==> src/rtl/e15_prog_loader_if.sv <==
// Nibble stream in, instruction-memory write port and status out, for the E15 program loader.
// The loader connects through the slave modport; the host/test source uses the master modport.
interface e15_prog_loader_if #(
    parameter int unsigned ADDR_W = 4
);
    logic              start;
    logic              in_valid;
    logic [3:0]        in_nibble;
    logic              in_ready;
    logic              mem_we;
    logic [ADDR_W-1:0] mem_addr;
    logic [11:0]       mem_wdata;
    logic              busy;
    logic              done;
    logic              err;
    logic              cpu_run;

    modport slave (
        input  start, in_valid, in_nibble,
        output in_ready, mem_we, mem_addr, mem_wdata, busy, done, err, cpu_run
    );

    modport master (
        output start, in_valid, in_nibble,
        input  in_ready, mem_we, mem_addr, mem_wdata, busy, done, err, cpu_run
    );
endinterface

==> src/rtl/e15_prog_loader.sv <==
// Loads a nibble-streamed program into the E15 instruction ROM, verifies a 4-bit checksum,
// pads the unused tail with a halt word and then releases the CPU.
module e15_prog_loader #(
    parameter int unsigned ADDR_W    = 4,
    parameter logic [11:0] FILL_WORD = 12'h000
) (
    input  logic              clk,
    input  logic              rst,
    e15_prog_loader_if.slave  io_bus
);
    typedef enum logic [2:0] {
        StIdle, StCount, StData, StCheck, StFill, StDone, StError
    } state_e;

    localparam logic [ADDR_W-1:0] AddrOne = ADDR_W'(1);
    localparam logic [ADDR_W-1:0] AddrTop = '1;

    state_e            r_state, w_state_next;
    logic [3:0]        r_sum, w_sum_next;
    logic [ADDR_W-1:0] r_last, w_last_next;     // index of the final program word (N-1)
    logic [ADDR_W-1:0] r_addr, w_addr_next;     // word currently being assembled
    logic [1:0]        r_idx, w_idx_next;
    logic [7:0]        r_hi, w_hi_next;
    logic              r_we, w_we_next;
    logic [ADDR_W-1:0] r_waddr, w_waddr_next;
    logic [11:0]       r_wdata, w_wdata_next;

    logic       w_ready;
    logic       w_accept;
    logic [3:0] w_sum_acc;

    assign w_ready   = (r_state == StCount) || (r_state == StData) || (r_state == StCheck);
    assign w_accept  = io_bus.in_valid && w_ready;
    assign w_sum_acc = r_sum + io_bus.in_nibble;

    always_ff @(posedge clk) begin
        if (rst) begin
            r_state <= StIdle;
            r_sum   <= '0;
            r_last  <= '0;
            r_addr  <= '0;
            r_idx   <= '0;
            r_hi    <= '0;
            r_we    <= 1'b0;
            r_waddr <= '0;
            r_wdata <= '0;
        end else begin
            r_state <= w_state_next;
            r_sum   <= w_sum_next;
            r_last  <= w_last_next;
            r_addr  <= w_addr_next;
            r_idx   <= w_idx_next;
            r_hi    <= w_hi_next;
            r_we    <= w_we_next;
            r_waddr <= w_waddr_next;
            r_wdata <= w_wdata_next;
        end
    end

    always_comb begin
        w_state_next = r_state;
        w_sum_next   = r_sum;
        w_last_next  = r_last;
        w_addr_next  = r_addr;
        w_idx_next   = r_idx;
        w_hi_next    = r_hi;
        w_we_next    = 1'b0;
        w_waddr_next = r_waddr;
        w_wdata_next = r_wdata;

        case (r_state)
            StIdle, StDone, StError: begin
                if (io_bus.start) begin
                    w_state_next = StCount;
                    w_sum_next   = '0;
                    w_addr_next  = '0;
                    w_idx_next   = '0;
                end
            end
            StCount: begin
                if (w_accept) begin
                    // Count nibble 0 means 16 words, so N-1 wraps to 15.
                    w_last_next  = ADDR_W'(io_bus.in_nibble - 4'd1);
                    w_sum_next   = io_bus.in_nibble;
                    w_state_next = StData;
                end
            end
            StData: begin
                if (w_accept) begin
                    w_sum_next = w_sum_acc;
                    case (r_idx)
                        2'd0: begin
                            w_hi_next[7:4] = io_bus.in_nibble;
                            w_idx_next     = 2'd1;
                        end
                        2'd1: begin
                            w_hi_next[3:0] = io_bus.in_nibble;
                            w_idx_next     = 2'd2;
                        end
                        default: begin
                            w_idx_next   = 2'd0;
                            w_we_next    = 1'b1;
                            w_waddr_next = r_addr;
                            w_wdata_next = {r_hi, io_bus.in_nibble};
                            if (r_addr == r_last) begin
                                w_state_next = StCheck;
                            end else begin
                                w_addr_next = r_addr + AddrOne;
                            end
                        end
                    endcase
                end
            end
            StCheck: begin
                if (w_accept) begin
                    w_sum_next = w_sum_acc;
                    if (w_sum_acc != 4'd0) begin
                        w_state_next = StError;
                    end else if (r_last == AddrTop) begin
                        w_state_next = StDone;
                    end else begin
                        // First pad write is issued together with the check accept.
                        w_state_next = StFill;
                        w_we_next    = 1'b1;
                        w_waddr_next = r_last + AddrOne;
                        w_wdata_next = FILL_WORD;
                    end
                end
            end
            StFill: begin
                if (r_waddr == AddrTop) begin
                    w_state_next = StDone;
                end else begin
                    w_we_next    = 1'b1;
                    w_waddr_next = r_waddr + AddrOne;
                    w_wdata_next = FILL_WORD;
                end
            end
            default: w_state_next = StIdle;
        endcase
    end

    assign io_bus.in_ready  = w_ready;
    assign io_bus.mem_we    = r_we;
    assign io_bus.mem_addr  = r_waddr;
    assign io_bus.mem_wdata = r_wdata;
    assign io_bus.busy      = w_ready || (r_state == StFill);
    assign io_bus.done      = (r_state == StDone);
    assign io_bus.err       = (r_state == StError);
    assign io_bus.cpu_run   = (r_state == StDone);
endmodule

==> src/flat_wrapper.sv <==
// flat-port wrapper written by rule: the top's interface ports become plain ports
module e15_prog_loader_flat 
#(
    parameter int unsigned ADDR_W    = 4,
    parameter logic [11:0] FILL_WORD = 12'h000
)
  (clk, rst, io_bus_start, io_bus_in_valid, io_bus_in_nibble, io_bus_in_ready, io_bus_mem_we, io_bus_mem_addr, io_bus_mem_wdata, io_bus_busy, io_bus_done, io_bus_err, io_bus_cpu_run);
  e15_prog_loader_if #(.ADDR_W(ADDR_W)) io_bus_i ();
  input  logic clk;
  input  logic rst;
  input wire logic [$bits(io_bus_i.start)-1:0] io_bus_start;
  input wire logic [$bits(io_bus_i.in_valid)-1:0] io_bus_in_valid;
  input wire logic [$bits(io_bus_i.in_nibble)-1:0] io_bus_in_nibble;
  output wire logic [$bits(io_bus_i.in_ready)-1:0] io_bus_in_ready;
  output wire logic [$bits(io_bus_i.mem_we)-1:0] io_bus_mem_we;
  output wire logic [$bits(io_bus_i.mem_addr)-1:0] io_bus_mem_addr;
  output wire logic [$bits(io_bus_i.mem_wdata)-1:0] io_bus_mem_wdata;
  output wire logic [$bits(io_bus_i.busy)-1:0] io_bus_busy;
  output wire logic [$bits(io_bus_i.done)-1:0] io_bus_done;
  output wire logic [$bits(io_bus_i.err)-1:0] io_bus_err;
  output wire logic [$bits(io_bus_i.cpu_run)-1:0] io_bus_cpu_run;
  assign io_bus_i.start = io_bus_start;
  assign io_bus_i.in_valid = io_bus_in_valid;
  assign io_bus_i.in_nibble = io_bus_in_nibble;
  assign io_bus_in_ready = io_bus_i.in_ready;
  assign io_bus_mem_we = io_bus_i.mem_we;
  assign io_bus_mem_addr = io_bus_i.mem_addr;
  assign io_bus_mem_wdata = io_bus_i.mem_wdata;
  assign io_bus_busy = io_bus_i.busy;
  assign io_bus_done = io_bus_i.done;
  assign io_bus_err = io_bus_i.err;
  assign io_bus_cpu_run = io_bus_i.cpu_run;
  e15_prog_loader #(.ADDR_W(ADDR_W), .FILL_WORD(FILL_WORD)) u_core (.clk(clk), .rst(rst), .io_bus(io_bus_i));
endmodule
==> config.mk <==
export PLATFORM = sky130hd
export DESIGN_NAME = e15_prog_loader_flat
export DESIGN_NICKNAME = d
export VERILOG_FILES = /design/src/rtl/e15_prog_loader_if.sv /design/src/rtl/e15_prog_loader.sv /design/src/flat_wrapper.sv
export SDC_FILE = /design/constraint.sdc
export NUM_CORES = 1
export LEC_CHECK = 0
export ABC_AREA = 1
export CORE_MARGIN = 10
export CORE_UTILIZATION = 50
export CTS_CLUSTER_SIZE = 25
export DETAILED_ROUTE_END_ITERATION = 10
export PLACE_DENSITY = 0.84
export RECOVER_POWER = 25
export SLEW_MARGIN = 20
export SYNTH_ARGS = -nofsm -noshare
export SYNTH_HDL_FRONTEND = slang
export SYNTH_SLANG_ARGS = --single-unit
==> constraint.sdc <==
create_clock -name clk -period 2.4 [get_ports clk]
set_input_delay 0.72 -clock clk [delete_from_list [all_inputs] [get_ports clk]]
set_output_delay 0.72 -clock clk [all_outputs]
set_load 0.05 [all_outputs]
======== Word level (Yosys, flattened, before mapping) ========
Index checks and enable logic that the tools add are counted.
word-level totals
  bits in registers ....................... 42
  input bits .............................. 8
  output and inout bits ................... 22
  word-level logic and storage cells ...... 101
operators by class
  add/sub/neg operators ................... 5
  equality and inequality tests ........... 22
  mux-type cells .......................... 43
  reductions and logical operators ........ 21
operator list
  cell                                                             number
  12-bit two-way mux                                               6
  4-bit two-way mux                                                12
  12-bit one-hot mux with 3 select lines                           1
  3-bit two-way mux                                                8
  4-bit one-hot mux with 3 select lines                            2
  3-bit one-hot mux with 5 select lines                            1
  2-bit != test, second input constant                             7
  7-bit AND reduction                                              2
  4-bit by 1-bit adder with 4-bit output, second input constant    3
  2-bit by 1-bit != test with 1-bit output, second input constant  5
  3-bit == test, second input constant                             3
  3-bit AND reduction                                              3
  4-bit == test, second input constant                             2
  2-bit one-hot mux with 2 select lines                            2
  4-bit one-hot mux with 2 select lines                            1
  1-bit two-way mux                                                7
  3-bit by 2-bit == test with 1-bit output, second input constant  2
  3-bit nonzero test                                               2
  5-bit AND reduction                                              1
  4-bit adder                                                      1
  4-bit == test                                                    1
  2-bit two-way mux                                                2
  4-bit AND reduction                                              1
  4-bit nonzero test                                               1
  other kinds (12)                                                 15

======== Longest topological paths before layout ========
  word-level depth ........................ 6
  mapped depth ............................ 14
  depth with buffers taken out ............ 13

======== Worst setup path after synthesis ========
No wires, ideal clock.
  kind .................................... register to output
  start point ............................. register u_core.r_state[2]
  end point ............................... output port io_bus_done
  data arrival time ....................... 1.611 ns
  required time ........................... 1.680 ns
  path slack .............................. 0.069 ns
  stages on the path, launching flop included .. 5
  path buffers ............................ 2
  cell sequence ........................... dfxtp_1 buf_2 nand2_1 nor2_1 buf_4
between the ends
  cells in the longest elaborated chain, start to end .. 1
RTL lines
  element                   line                   RTL
  start: declaration        e15_prog_loader.sv:18  state_e r_state, w_state_next;
  start signal: assignment  e15_prog_loader.sv:38  r_state <= StIdle;
  start signal: assignment  e15_prog_loader.sv:48  r_state <= w_state_next;
  3-bit == test             -
  end: declaration          flat_wrapper.sv:19     output wire logic [$bits(io_bus_i.done)-1:0] io_bus_done;
Every way passes these cells.

======== Worst setup path in the final report ========
  start point ............................. register u_core.r_state[1]
  end point ............................... output port io_bus_busy
between the ends
  cells in the longest elaborated chain, start to end .. 4
  elaborated cells between the ends (all ways) .. 7
  those cells by class .................... eq/ne: 4; reduce/logical: 3
RTL lines
  element                                                                                                      line                    RTL
  3-bit by 1-bit == test with 1-bit output / 3-bit by 2-bit == test with 1-bit output (equally long branches)  e15_prog_loader.sv:32   assign w_ready = (r_state == StCount) || (r_state == StData) || (r_state == StCheck);
  1-bit logical OR (2 in series)                                                                               e15_prog_loader.sv:32
  1-bit logical OR (*)                                                                                         e15_prog_loader.sv:147  assign io_bus.busy = w_ready || (r_state == StFill);
  end: declaration                                                                                             flat_wrapper.sv:18      output wire logic [$bits(io_bus_i.busy)-1:0] io_bus_busy;
Every way passes the cells marked *; elsewhere a longest branch is shown, timed or not.

==> results_dict.tcl <==
set metrics [dict create \
    fin_skew_ps 4.55 \
    area.growth.synth_to_final_pct 29.0 \
    synth_top_cell_by_area "dfxtp_1" \
    hold_violations 0 \
    whs_ps 460 \
    setup_slack_ps 89.5 \
    setup_viol 0 \
    rsz0062_at_grt "false" \
    synth_area_leaders "dfxtp_1 35%, nand2_1 15%, nor2_1 10%" \
    post-route-util 0.660 \
    hold_path.class "flip-flop to flip-flop" \
    placedCellCount 457 \
    insertedDiodeCount 0 \
    cts_max_level 2 \
    dr.first_iter.drc_count 270 \
    cts.path.max_buffers 2 \
    io_buffers 29 \
    syn_avg_cell_area_um2 6.46 \
    p_leak_nw 1.48 \
    grt_start_max_net_pins 34 \
    hold_buffers 0 \
    cp_slowest_cell "dfxtp_1" \
    via_per_inst 5.42 \
    yosys.area.top_type_share 0.353 \
    fin_cells 472 \
    clk_pin_slew_ps 80 \
    clkSinkCount 42 \
    cp.required_ps 1680 \
    status "completed" \
    maxCapViolCount 0 \
    final_antenna_net_count 0 \
    root_buffer "clkbuf_8" \
    initial_core_util 0.511 \
    drcViolationCount 0 \
    power_density_nw_per_um2 1330 \
    ys_warn_count 0 \
    relSlewSlack 0.657 \
    startpoint_type "flip-flop" \
    first_pass_iters 5 \
    grt_pass1_wl_um 11100 \
    fin_crit_ps 2310 \
    pre_cts_slack_ps -551 \
    grt_pass1_vias 2459 \
    path_class "flip-flop to output port" \
    fin_setup_tns_ps 0 \
    fillers 351 \
    drive_gt1_frac 0.139 \
    fin_crit_sh 0.963 \
    coreArea_um2 4660 \
    seq_area_frac_synth 0.353 \
    pin_count 30 \
    ir_drop_uv 727 \
    grt_usage 0.175 \
    max_freq_mhz 433 \
    slew_violations 0 \
    cp.arrival_ps 1590 \
    crit_chain "nor2_4 -> nor2_2 -> inv_1 -> nand2_1 -> buf_12" \
    dr_total_vias 2560 \
    dp_hpwl_um 4440 \
    p_total_mw 4.08 \
    synth_area_um2 2380 \
    clk_latency_ps 310 \
    die_x_um 89.0 \
    dieArea_um2 7930 \
    critPathCaptureType "output port" \
    die_h_um 89.0 \
    place.gp.congestion 0.932 \
    netlist_instances 369 \
    grt_antenna_before_repair 0 \
    cts_buffers 5 \
    rows 25 \
    max_stage_delay_ps 520 \
    ys_ff_latch 42 \
    cp_max_fo 6 \
    synth_fp_nets 384 \
    tightest_slew_ps 513 \
    cts_tree "yes" \
    totalWireLength_um 6690 \
    fin_area_um2 3070 \
    overflow 0 \
    synth_cell_types 31 \
    place_area_um2 2850 \
    nNetsFinal 432 \
    wl_per_cell_um 14.2 \
]
-- logic make-up after synthesis --
group | Yosys count | share of synthesized area
AO/OA/AOI/OAI | 56 | 0.120
XOR/XNOR | 7 | 0.0257
adder cells (fa/ha/maj) | 7 | 0.0399
buffers and inverters | 63 | 0.112
flip-flops | 42 | 0.353
AND/OR/NAND/NOR | 194 | 0.350
-- report_power, final --
group | switching [mW] | internal [mW] | total, mW
combinational | 1.52 | 0.904 | 2.43
clock | 0.268 | 0.311 | 0.578
sequential | 0.189 | 0.888 | 1.08
-- registers in the layout, indices dropped and copies added (netlist names) --
register,count
u_core.r_last,4
u_core.io_bus.mem_we,1
u_core.r_sum,4
u_core.r_state,3
u_core.r_addr,4
u_core.io_bus.mem_wdata,12
u_core.r_idx,2
u_core.io_bus.mem_addr,4
u_core.r_hi,8
-- final cells by class --
type | instances | area (um2) | area share
multi-input combinational | 264 | 1290 | 0.420
tap | 54 | 67.6 | 0.0220
clock inverter | 2 | 37.5 | 0.0122
sequential | 42 | 842 | 0.274
clock buffer | 6 | 72.6 | 0.0236
timing repair buffer | 52 | 568 | 0.185
inverter | 52 | 195 | 0.0635
-- cells in the final DEF, fill, tap and decap left out, drive strengths merged --
cell	n
a21oi	30
buf	26
bufinv	1
clkbuf	10
clkdlybuf4s50	19
clkinvlp	1
dfxtp	42
dlygate4sd2	1
dlygate4sd3	2
fa	1
ha	6
inv	52
nand2	96
nand3	18
nand3b	1
nand4	6
nor2	70
nor3	1
o211ai	1
o21ai	22
o22ai	3
or2	2
xnor2	2
xor2	5
-- cells in the mapped netlist, drive strengths merged --
cell	count
clkbuf	2
ha	6
nor2	70
o211ai	1
o22ai	3
a21oi	30
xnor2	2
nand3b	1
dfxtp	42
o21ai	22
nor3	1
inv	52
fa	1
nand2	96
xor2	5
nand3	18
buf	9
nand4	6
or2	2
-- metal layers --
metal  global-route usage  vias to the layer above  routed length (um)
li1                     -                     1253                   -
met1                0.208                     1173                2780
met2                0.307                      116                3310
met3               0.0374                       18                 460
met4               0.0564                        0                 142
met5                    0                        -                   0
-- critical path, delay by kind of cell, from the launching register on --
kind / cells / cell delay [ps]
flip-flops: 1 / 520
AND/OR/NAND/NOR: 3 / 490
buffers and inverters: 2 / 270
-- worst paths after layout --
check | from | end | slack [ps] | cells after the start
max reg2reg | u_core.r_sum[0] | u_core.io_bus.mem_wdata[6] | 220 | 12
min reg2reg | u_core.r_hi[1] | u_core.r_hi[1] | 460 | 2
min | u_core.r_hi[1] | u_core.r_hi[1] | 460 | 2
max | u_core.r_state[1] | io_bus_busy | 90 | 5
-- repair_timing --
item | in CTS | in global routing
gates cloned | 2 | 1
setup buffers | 4 | 1
resized for setup | 14 | 7
endpoints found under the setup margin | 17 | 19
pin swaps | 12 | 6
Power figures use the tool's default switching activity.
